**config.mk**
```make
export PLATFORM = sky130hd
export DESIGN_NAME = l1_norm_accum
export DESIGN_NICKNAME = d
export VERILOG_FILES = /design/src/rtl/l1_norm_accum.sv
export SDC_FILE = /design/constraint.sdc
export NUM_CORES = 1
export LEC_CHECK = 0
export ABC_AREA = 1
export BUFFER_PORTS_ARGS = -buffer_cell sky130_fd_sc_hd__buf_2
export CORE_AREA = 2 2 110 112
export CTS_CLUSTER_DIAMETER = 150
export DETAILED_ROUTE_END_ITERATION = 12
export DIE_AREA = 0 0 112 114
export MAX_ROUTING_LAYER = met4
export PLACE_DENSITY = 0.65
export SLEW_MARGIN = 40
export SYNTH_ARGS = -nofsm -noshare
export SYNTH_HDL_FRONTEND = slang
export SYNTH_SLANG_ARGS = --single-unit
```
**constraint.sdc**
```tcl
create_clock -name clk -period 2.13 [get_ports clk]
set_input_delay 0.3195 -clock clk [delete_from_list [all_inputs] [get_ports clk]]
set_output_delay 0.3195 -clock clk [all_outputs]
set_load 0.02 [all_outputs]
```
**src/rtl/l1_norm_accum.sv**
```systemverilog
// rtl/l1_norm_accum.sv - streaming L1-norm accumulator with IDLE/ACCUM/DONE sequencing
// Optional build macro L1_NORM_SIGNED_IN_EN: take |in_data| of signed inputs before accumulating.
module l1_norm_accum #(
    parameter int WIDTH     = 32,
    parameter int LEN_WIDTH = 8,
    parameter int ACC_WIDTH = WIDTH + LEN_WIDTH
) (
    input  logic                 clk,
    input  logic                 rst,
    input  logic                 start,
    input  logic [LEN_WIDTH-1:0] len,
    input  logic                 in_valid,
    output logic                 in_ready,
    input  logic [WIDTH-1:0]     in_data,
    output logic                 out_valid,
    input  logic                 out_ready,
    output logic [ACC_WIDTH-1:0] out_sum,
    output logic                 busy
);

    typedef enum logic [1:0] {
        IDLE  = 2'd0,
        ACCUM = 2'd1,
        DONE  = 2'd2
    } state_t;

    state_t                 state;
    state_t                 state_next;
    logic [ACC_WIDTH-1:0]   acc;
    logic [LEN_WIDTH-1:0]   count;
    logic                   in_fire;
    logic [WIDTH-1:0]       mag_bits;
    logic                   mag_carry;
    logic [ACC_WIDTH-1:0]   acc_sum;

    localparam logic [LEN_WIDTH-1:0] COUNT_ONE = {{(LEN_WIDTH-1){1'b0}}, 1'b1};

    assign in_fire = in_valid & in_ready;

`ifdef L1_NORM_SIGNED_IN_EN
    // Negate as ~x + 1 with the sign bit as carry-in; -2^(WIDTH-1) maps to 2^(WIDTH-1) unsigned.
    assign mag_bits  = in_data ^ {WIDTH{in_data[WIDTH-1]}};
    assign mag_carry = in_data[WIDTH-1];
`else
    assign mag_bits  = in_data;
    assign mag_carry = 1'b0;
`endif

    assign acc_sum = acc
                   + {{(ACC_WIDTH-WIDTH){1'b0}}, mag_bits}
                   + {{(ACC_WIDTH-1){1'b0}}, mag_carry};

    always_ff @(posedge clk) begin
        if (rst) begin
            state <= IDLE;
        end else begin
            state <= state_next;
        end
    end

    always_comb begin
        state_next = state;
        case (state)
            IDLE: begin
                if (start) begin
                    state_next = (len == '0) ? DONE : ACCUM;
                end
            end
            ACCUM: begin
                if (in_fire && count == COUNT_ONE) begin
                    state_next = DONE;
                end
            end
            DONE: begin
                if (out_ready) begin
                    state_next = IDLE;
                end
            end
            default: state_next = IDLE;
        endcase
    end

    always_ff @(posedge clk) begin
        if (rst) begin
            acc   <= '0;
            count <= '0;
        end else begin
            case (state)
                IDLE: begin
                    if (start) begin
                        acc   <= '0;
                        count <= len;
                    end
                end
                ACCUM: begin
                    if (in_fire) begin
                        acc   <= acc_sum;
                        count <= count - COUNT_ONE;
                    end
                end
                default: ;
            endcase
        end
    end

    assign in_ready  = (state == ACCUM);
    assign out_valid = (state == DONE);
    assign busy      = (state != IDLE);
    assign out_sum   = acc;

endmodule

```
# [Yosys cells after proc, flatten, opt, wreduce, memory -nomap -nowiden]
# Index checks and enable logic that the tools add are counted.
[classes] n_addsub=2 eq_ne=7 mux=11 bitwise_logic=1 reduce_logical=7
[op_table] cell="$mux W40" count=2
[op_table] cell="$pmux W40 S2" count=1
[op_table] cell="$add A40 B32 Y40" count=1
[op_table] cell="$mux W8" count=2
[op_table] cell="$pmux W8 S2" count=1
[op_table] cell="$eq A8 B1 Y1 const B" count=1
[op_table] cell="$logic_not A8 Y1" count=1
[op_table] cell="$mux W2" count=4
[op_table] cell="$sub A8 B1 Y8 const B" count=1
[op_table] cell="$ne A2 B1 Y1 const B" count=3
[op_table] cell="$pmux W2 S3" count=1
[op_table] cell="$reduce_and A3 Y1" count=2
[op_table] cell="$reduce_bool A2 Y1" count=2
[op_table] cell="$eq A2 B1 Y1 const B" count=1
[op_table] cell="$eq A2 B2 Y1 const B" count=1
[op_table] cell="$logic_not A2 Y1" count=1
[op_table] cell="$ne A2 B2 Y1 const B" count=1
[op_table] cell="$and A1 B1 Y1" count=1
[op_table] cell="$logic_and A1 B1 Y1" count=1
[totals] ff_bits=50 input_bits=45 out_inout_bits=43 word_cells=31

# [Longest topological paths before layout]
# Gate-level depths: netlist of run 1.
[depth] ltp_word=5 ltp_mapped=15 mapped_depth_nobuf=15

# [Least setup slack after synthesis of run 1]
# No wires, ideal clock.
[synth_path] path_type="flip-flop to flip-flop" startpoint="register acc[0], in the netlist out_sum[0]" endpoint="register acc[22], in the netlist out_sum[22]" arrival_time_ns=1.893 required_ns=1.996 path_slack_ns=0.103 path_stages_with_launch=12 period_less_slack_ns=2.027 cell_sequence="dfxtp_1 > ha_1 > fa_1 > nand3_1 > nand3_2 > nand2_1 > nand2_2 > nand2_1 > nand3_2 > or2_2 > nand2_1 > a21oi_1"
[synth_via] elab_chain_len=3
[synth_rtl] item="start, declared" line_no="29" rtl="logic [ACC_WIDTH-1:0] acc;"
[synth_rtl] item="start signal, assigned" line_no="97" rtl="acc <= acc_sum;"
[synth_rtl] item="$add A40 B32 Y40" line_no="50" rtl="+ {{(ACC_WIDTH-WIDTH){1'b0}}, mag_bits}"
[synth_rtl] item="$mux W40" line_no="96" rtl="if (in_fire) begin"
[synth_rtl] item="$pmux W40 S2" line_no="88" rtl="case (state)"
# Every way passes these cells. The select of a mux whose other input is x is not followed.
# A chain may end at the register's enable or synchronous reset.

# [Worst setup path in the final report of run 1]
[layout_path] startpoint="register acc[0], in the netlist out_sum[0]" endpoint="register acc[14], in the netlist out_sum[14]"
# The elaborated chain is that of the path after synthesis.

==> results of run 1 <==
[stage by stage]
stage / total power [W] / hold slack [ns]
after floorplan: 0.00193 / 0.458
after global routing: 0.00350 / 0.287
final: 0.00329 / 0.271
after detailed placement: 0.00232 / 0.469
after global placement: 0.00232 / 0.465
after CTS: 0.00330 / 0.268
[worst reg2reg max path: stages, from the launching register on]
cell     delay [ns]
dfxtp_1        0.32
ha_1           0.22
fa_2           0.35
nand3_1        0.09
nand3_2        0.12
nand2_1        0.10
nand2_2        0.07
nand2_1        0.06
nand2_1        0.10
or2_2          0.29
nand3_1        0.07
a21oi_1        0.06
[state kept, by name, indices dropped and copies added, names as in the netlist]
| signal | cells |
|---|---|
| out_sum | 40 |
| count | 8 |
| state | 2 |
[cell families (layout without fill, tap and decap cells)]
logic type               after synthesis  count (layout)
XOR/XNOR                               6               6
AND/OR/NAND/NOR                      532             532
flip-flops                            50              50
buffers and inverters                175             291
AO/OA/AOI/OAI                        110             110
adder cells (fa/ha/maj)               35              35
[worst min-delay path by stage]
stage / slack (ns) / cells after the start / startpoint / end
finish: 0.27 / 3 / len[4] / count[4]
floorplan: 0.46 / 2 / count[1] / count[1]
CTS: 0.27 / 3 / len[4] / count[4]
detailed placement: 0.47 / 2 / out_sum[39] / out_sum[39]
global route: 0.29 / 4 / out_ready / state[1]
global placement: 0.46 / 2 / out_sum[39] / out_sum[39]
[synthesized netlist by cell type, types with 3 or more instances]
cell type | number | area [µm²]
nor2_2 | 9 | 56.3
o21ai_0 | 19 | 95.1
a31oi_1 | 4 | 25.0
nand3b_1 | 9 | 67.6
buf_2 | 5 | 25.0
nand3_2 | 6 | 60.1
a21oi_1 | 73 | 365
xor2_1 | 4 | 35.0
dfxtp_1 | 50 | 1000
ha_1 | 34 | 425
nor2_1 | 61 | 229
nor3_1 | 7 | 35.0
inv_1 | 158 | 593
or2_2 | 8 | 50.1
nor2_4 | 7 | 78.8
clkbuf_1 | 5 | 18.8
nand2_1 | 360 | 1350
nand3_1 | 44 | 220
inv_2 | 3 | 11.3
nand2_2 | 10 | 62.6
or2_1 | 3 | 18.8
[power breakdown]
part	total (W)	internal, W	switching, W
clock network	0.000966	0.000581	0.000385
registers	0.00107	0.00101	0.0000641
logic	0.00126	0.000454	0.000802
[final cells by class]
type                       instances  area (µm²)  share of cell area [%]
multi-input combinational        683        3440                    56.3
sequential                        50        1000                    16.4
timing repair buffer             121         703                    11.5
inverter                         163         617                    10.1
tap                              147         184                    3.01
clock buffer                       6         139                    2.27
clock inverter                     1        30.0                   0.491
[what timing repair did]
item                                    CTS  global route
buffers inserted                          0             1
gates resized for setup                   0            13
endpoints found under the setup margin    0            10
[metal layers]
layer  track usage [%]  vias up
met5                 -        -
met4              8.62        0
li1                  -     3035
met1              33.3     2538
met3              4.73       33
met2              41.1      163
==> flow_summary.yaml, run 1 <==
placement:
  place_hpwl_um: 12900
  placedCellCount: 1163
  routabilityCongestion: 0.958
  pre_cts_ws_ns: -0.0233
  numPortBuffers: 87
  place_area_um2: 5900
sta:
  post-route-min-period_ns: 1.97
  setup-violations-final: 0
  fin_ws_ns: 0.160
  fin_crit_sh_pct: 92.5
  clock_skew_ns: 0.00647
  rsz0062_at_grt: "yes"
  max-slew-margin-rel_pct: 74.5
  clock.fmax_mhz: 508
  slew_violations: 0
  finalHoldViolCount: 0
  fin_tns_setup_ns: 0
  tightest_slew_ns: 0.378
final_layout:
  final_nets: 1104
  antenna_cells: 0
  drive_above_1_share_pct: 18.7
  final_cell_mix: "359 x nand2_1, 158 x inv_1, 87 x buf_2"
  final_cells: 1171
  fill_cells: 1329
  final_common_cell: "nand2_1"
  final_area_um2: 6110
  utilization_pct: 52.2
  area_growth_pct: 20.4
worst_setup_path:
  r2r_end: "out_sum[14]"
  slowest_delay_ns: 0.35
  crit_top_cell: "nand2_1"
  critPathArrivalTime_ns: 2.16
  rrSetupSlack_ns: 0.16
  crit_buf_inv: 0
  cp-end-kind: "register"
  cp_max_fo: 4
  crit_cells: 11
  cp_slowest_cell: "fa_2"
  critical-path-top-delay-family: "simple AND/OR/NAND/NOR gates"
  required_ns: 2.32
  start_kind: "register"
  r2r_start: "out_sum[0]"
  cp_cell_sequence: "ha_1 -> fa_2 -> nand3_1 -> nand3_2 -> nand2_1 -> nand2_2 -> nand2_1 -> nand2_1 -> or2_2 -> nand3_1 -> a21oi_1"
  worstSetupStartpoint: "out_sum[0]"
  reg2reg_depth: 11
  endpoint: "out_sum[14]"
  criticalPathCategory: "register to register"
yosys:
  synth-edff-count: 0
  syn-num-nets: 988
  synth_compound_area_share_pct: 11.7
  synth_cell_type_count: 41
  synth.avg_cell_area_um2: 5.59
  synth-seq-area-share_pct: 19.7
  synth_adder_area_share_pct: 8.78
  async_flop_share_pct: 0
  yosysWarningCount: 0
  ys_ff_latch: 50
  synth_top_family_by_area: "simple AND/OR/NAND/NOR gates"
  syn_area_um2: 5070
  synth_cells: 908
  yosys.area_share.simple_pct: 45.4
  muxShareOfSynthArea_pct: 0
  synth_xor_area_share_pct: 1.04
  yosys_most_used_dff: "dfxtp_1"
route:
  vias_per_cell: 4.93
  wire_per_inst_um: 13.5
  detail-route-antenna-nets: 0
  drt_pass1_iterations: 5
  routed-via-count: 5769
  drtIter0Drc: 336
  maxUsedRoutingLayer: "met4"
  routed_wl_um: 15800
  wl_met3_um: 921
  wirelength_met1_um: 7420
  met2WireLength_um: 7020
  drc: 0
job:
  cap_viol_max_count: 0
cts:
  cts_tree: "done"
  h-tree-depth: 2
  root_buffer: "clkbuf_16"
  clock_path_buffers: 2
  cts_hold_buf: 0
  clkLatencyLatePin_ns: 0.31
  cts.sinks: 50
  path_clk_slew_ns: 0.07
  numCtsBuffers: 5
floorplanning:
  die_width_um: 112
  placementRows: 40
  core_um2: 11700
  start_util_pct: 43.3
  io_pins: 88
  die-height_um: 114
  fp.dieArea_um2: 12800
power_and_ir_drop:
  vdd_drop_max_v: 0.000358
  p_per_area_nw_per_um2: 539
  p_leak_nw: 3.40
grt:
  grt.overflow.total: 0
  grt_pass1_wl_um: 25600
  grtUsageTotal_pct: 25.8
  antenna_found_initial: 0
  grt_max_degree: 32
  grt_pass1_vias: 5303
hold_path:
  worstHoldPathType: "primary input to register"
status:
  status: "finished clean"
(Power assumes the default switching activity.)
==> run 2, diff against run 1 <==
--- a/config.mk
+++ b/config.mk
@@ -12,7 +12,7 @@
 export DETAILED_ROUTE_END_ITERATION = 12
 export DIE_AREA = 0 0 112 114
 export MAX_ROUTING_LAYER = met4
-export PLACE_DENSITY = 0.65
+export PLACE_DENSITY = 0.67
 export SLEW_MARGIN = 40
 export SYNTH_ARGS = -nofsm -noshare
 export SYNTH_HDL_FRONTEND = slang
==> run 2 against run 1 <==
  * Cell area decreased by 0.88%
  * Register-to-register slack worse by 0.02 ns
  * Fmax decreased by 0.79%
  * Combinational power barely moved
  * First-iteration DRC count is 12% lower
==> flow_summary.yaml, run 2 (synthesis gave the netlist of run 1 again) <==
placement:
  routabilityCongestion: 1.03
  placedCellCount: 1159
  numPortBuffers: 87
  pre_cts_ws_ns: 0.00330
  place_hpwl_um: 13100
route:
  detail-route-antenna-nets: 0
  drc: 0
  drt_pass1_iterations: 5
  routed-via-count: 5792
  routed_wl_um: 15900
  drtIter0Drc: 297
  vias_per_cell: 4.96
  wire_per_inst_um: 13.6
cts:
  cts_tree: "done"
  root_buffer: "clkbuf_16"
  h-tree-depth: 2
  numCtsBuffers: 5
  cts_setup_buffers: 0
  cts.sinks: 50
  clkLatencyLatePin_ns: 0.31
  clock_path_buffers: 2
  path_clk_slew_ns: 0.07
final_layout:
  fill_cells: 1295
  final_cell_mix: "358 x nand2_1, 158 x inv_1, 87 x buf_2"
  utilization_pct: 51.7
  area_growth_pct: 19.4
  antenna_cells: 0
  final_nets: 1099
  final_cells: 1167
  ff_latch_area_um2: 1000
  largest_reg_flops: 40
  final_common_cell: "nand2_1"
  multi_input_area_um2: 3430
  drive_above_1_share_pct: 18.1
floorplanning:
  die-height_um: 114
  fp.dieArea_um2: 12800
  core_um2: 11700
  start_util_pct: 43.3
  placementRows: 40
  io_pins: 88
  die_width_um: 112
sta:
  whs_ns: 0.279
  max-slew-margin-rel_pct: 78.0
  clock_skew_ns: 0.00403
  setup-violations-final: 0
  tightest_slew_ns: 0.330
  rsz0062_at_grt: "yes"
  fin_crit_sh_pct: 93.2
  fin_ws_ns: 0.145
  clock.fmax_mhz: 504
  finalHoldViolCount: 0
  post-route-min-period_ns: 1.99
  slew_violations: 0
worst_setup_path:
  critPathArrivalTime_ns: 2.18
  required_ns: 2.32
  criticalPathCategory: "register to register"
  cp_max_fo: 4
  cp-end-kind: "register"
  start_kind: "register"
power_and_ir_drop:
  p_leak_nw: 3.38
  vdd_drop_max_v: 0.000396
  p_per_area_nw_per_um2: 539
grt:
  grtUsageMet2_pct: 43.6
  grt.overflow.total: 0
  grtUsageTotal_pct: 26.2
  met1_usage_pct: 32.4
  grt_pass1_wl_um: 25900
  gr-usage-met3_pct: 4.25
  grt_busiest_layer: "met2"
  grt_pass1_vias: 5465
  antenna_found_initial: 0
  grt_max_degree: 31
status:
  status: "finished clean"
hold_path:
  worstHoldPathType: "primary input to register"
job:
  cap_viol_max_count: 0
==> run 2: path summary, 6_finish.rpt <==
kind | end | slack (ns) | cells after the start | startpoint
worst max-delay path | out_sum[23] | 0.14 | 12 | out_sum[22]
worst min-delay path | state[1] | 0.28 | 4 | out_ready
worst max register to register | out_sum[23] | 0.14 | 12 | out_sum[22]
worst min register to register | out_sum[39] | 0.48 | 2 | out_sum[39]
==> run 2: layer usage <==
metal / vias to the layer above / part of all wire (%)
met5: - / 0
met4: 0 / 3.1
met3: 31 / 5.7
met2: 151 / 45
met1: 2575 / 46
li1: 3035 / -
==> run 2: worst max-delay path, cell delays in order, from the launching register on <==
cell and delay (ns):
dfxtp_1 0.35, ha_1 0.35, nand2_1 0.16, inv_1 0.06, nand2_1 0.06, nand2_1 0.08, inv_1 0.07, nand2_1 0.08
inv_1 0.07, nand3_2 0.16, or2_2 0.31, nand2_1 0.07, a21oi_1 0.06
==> run 2: repair_timing <==
action / 4_1_cts / 5_1_grt
hold endpoints to repair: 0 / 0
hold buffers: 0 / 0
resized for setup: 0 / 10
setup endpoints to repair: 0 / 13
==> run 2: per-stage QoR <==
| stage | setup TNS (ns) | area [µm²] | total power, W |
|---|---|---|---|
| 6_report | 0 | 6060 | 0.00327 |
| 5_1_grt | -0.00248 | 6060 | 0.00349 |
| 4_1_cts | 0 | 6030 | 0.00329 |
| 3_5_place_dp | 0 | 5870 | 0.00232 |
| 3_3_place_gp | 0 | 5870 | 0.00232 |
| 2_1_floorplan | 0 | 5070 | 0.00193 |
==> run 2: power breakdown <==
part,internal (W),switching [W],leakage (nW)
Clock,0.000551,0.000398,0.0836
Sequential,0.00101,0.0000628,0.407
Combinational,0.000447,0.000801,2.89
Total,0.00200,0.00126,3.38
==> run 2: cell type report <==
cell class                 instances  share of cell area [%]
multi-input combinational        683                    56.5
sequential                        50                    16.5
timing repair buffer             116                    11.0
inverter                         163                    10.2
tap                              147                    3.04
clock buffer                       5                    2.07
clock inverter                     3                   0.661
==> run 3, diff against run 2 <==
--- a/config.mk
+++ b/config.mk
@@ -8,6 +8,7 @@
 export ABC_AREA = 1
 export BUFFER_PORTS_ARGS = -buffer_cell sky130_fd_sc_hd__buf_2
 export CORE_AREA = 2 2 110 112
+export CTS_BUF_LIST = sky130_fd_sc_hd__clkbuf_8
 export CTS_CLUSTER_DIAMETER = 150
 export DETAILED_ROUTE_END_ITERATION = 12
 export DIE_AREA = 0 0 112 114
==> run 3 against run 2 <==
  * First-iteration DRC count increased by 23%
  * Flip-flop and latch count unchanged
  * Worst setup slack got worse by 0.019 ns
  * Global-route usage decreased by 0.069 points
  * Power decreased by 6.8%
  * Critical path depth unchanged
  * Sequential share of layout area increased by 0.15 points
  * Count of clock-buffer cells in the layout unchanged
  * Die area unchanged
  * Cell area decreased by 0.93%
  * Cell count unchanged
  * Largest cell class unchanged
==> flow_summary.yaml, run 3 (synthesis gave the netlist of run 1 again) <==
sta:
  fin_ws_ns: 0.126
  tightest_slew_ns: 0.306
  fin_crit_sh_pct: 94.1
  max-slew-margin-rel_pct: 79.4
  slew_violations: 0
  clock_skew_ns: 0.00861
  rsz0062_at_grt: "yes"
  clock.fmax_mhz: 499
  post-route-min-period_ns: 2.00
  finalHoldViolCount: 0
  setup-violations-final: 0
cts:
  cts_hold_buf: 0
  root_buffer: "clkbuf_8"
  clock_path_buffers: 2
  cts.sinks: 50
  clkLatencyLatePin_ns: 0.34
  cts_tree: "done"
  path_clk_slew_ns: 0.10
  h-tree-depth: 2
  numCtsBuffers: 5
worst_setup_path:
  worstSetupStartpoint: "out_sum[22]"
  criticalPathCategory: "register to register"
  cp_cell_sequence: "ha_1 -> nand2_1 -> inv_1 -> nand2_1 -> nand2_1 -> inv_1 -> nand2_1 -> inv_1 -> nand3_2 -> or2_2 -> nand2_1 -> a21oi_1"
  crit_buf_inv: 3
  r2r_start: "out_sum[22]"
  critPathArrivalTime_ns: 2.24
  required_ns: 2.36
  slowest_delay_ns: 0.41
  critical-path-top-delay-family: "simple AND/OR/NAND/NOR gates"
  crit_top_cell: "nand2_1"
  cp_max_fo: 4
  cp_slowest_cell: "dfxtp_1"
  start_kind: "register"
  cp-end-kind: "register"
route:
  wire_per_inst_um: 13.5
  drtIter0Drc: 365
  detail-route-antenna-nets: 0
  routed_wl_um: 15800
  vias_per_cell: 4.95
  drt_pass1_iterations: 5
  drc: 0
  routed-via-count: 5773
final_layout:
  antenna_cells: 0
  final_cell_mix: "358 x nand2_1, 158 x inv_1, 87 x buf_2"
  multi_input_area_um2: 3430
  final_common_cell: "nand2_1"
  final_cells: 1167
  ff_latch_area_um2: 1000
  final_nets: 1099
  fill_cells: 1308
  area_growth_pct: 18.3
  drive_above_1_share_pct: 18.1
  utilization_pct: 51.2
  largest_reg_flops: 40
floorplanning:
  placementRows: 40
  start_util_pct: 43.3
  die_width_um: 112
  core_um2: 11700
  io_pins: 88
  die-height_um: 114
  fp.dieArea_um2: 12800
grt:
  antenna_found_initial: 0
  grt_max_degree: 31
  grtUsageTotal_pct: 26.1
  grt_pass1_vias: 5447
  grt.overflow.total: 0
  grt_pass1_wl_um: 25800
status:
  status: "finished clean"
job:
  cap_viol_max_count: 0
placement:
  numPortBuffers: 87
  pre_cts_ws_ns: 0.00330
  placedCellCount: 1159
  place_hpwl_um: 13100
  routabilityCongestion: 1.03
power_and_ir_drop:
  p_leak_nw: 3.35
  p_per_area_nw_per_um2: 507
  vdd_drop_max_v: 0.000348
hold_path:
  hold_start: "out_ready"
  worstHoldPathType: "primary input to register"
==> run 3: cell types whose count changed in the layout (fill, tap and decap cells not counted) <==
cell,before,now
clkbuf_16,5,0
clkbuf_8,0,5
==> run 3: worst min-delay path: cells and delay by family <==
| kind | cells | cell delay [ns] |
|---|---|---|
| buf+inv | 2 | 0.10 |
| simple gates | 1 | 0.07 |
| compound gates | 1 | 0.06 |
==> run 3: final timing paths <==
check / end / slack [ns] / cells past startpoint
worst max-delay path: out_sum[23] / 0.13 / 12
worst max register to register: out_sum[23] / 0.13 / 12
worst min-delay path: state[1] / 0.24 / 4
worst min register to register: out_sum[39] / 0.48 / 2
==> run 3: metrics by stage <==
step	hold WS (ns)	setup TNS (ns)	power (W)	area [µm²]
2_1_floorplan	0.458	0	0.00193	5070
3_3_place_gp	0.465	0	0.00232	5870
3_5_place_dp	0.472	0	0.00232	5870
4_1_cts	0.238	0	0.00306	5970
5_1_grt	0.266	-0.00969	0.00326	6000
6_report	0.245	0	0.00304	6000
==> run 3: cell type report <==
cell class                      count  share of cell area [%]
Clock buffer                        5                    1.15
Clock inverter                      3                   0.667
Inverter                          163                    10.3
Multi-Input combinational cell    683                    57.1
Sequential cell                    50                    16.7
Tap cell                          147                    3.06
Timing Repair Buffer              116                    11.1
==> run 3: power breakdown <==
part	total, W	internal [W]	switching, W	leakage, nW
Combinational	0.00125	0.000447	0.000799	2.89
Sequential	0.00107	0.00101	0.0000629	0.407
Clock	0.000728	0.000347	0.000381	0.0579
Total	0.00304	0.00180	0.00124	3.35
==> run 3: metal layers <==
| metal | share of wire, % | up-vias | global-route usage [%] |
|---|---|---|---|
| li1 | - | 3033 | - |
| met1 | 46 | 2556 | 32.6 |
| met2 | 46 | 155 | 43.6 |
| met5 | 0 | - | - |
| met3 | 5.5 | 29 | 4.14 |
| met4 | 3.0 | 0 | 8.54 |
==> run 3: what timing repair did <==
item / in CTS / in global routing
setup buffers: 0 / 0
resized for setup: 0 / 10
endpoints found under the setup margin: 0 / 13
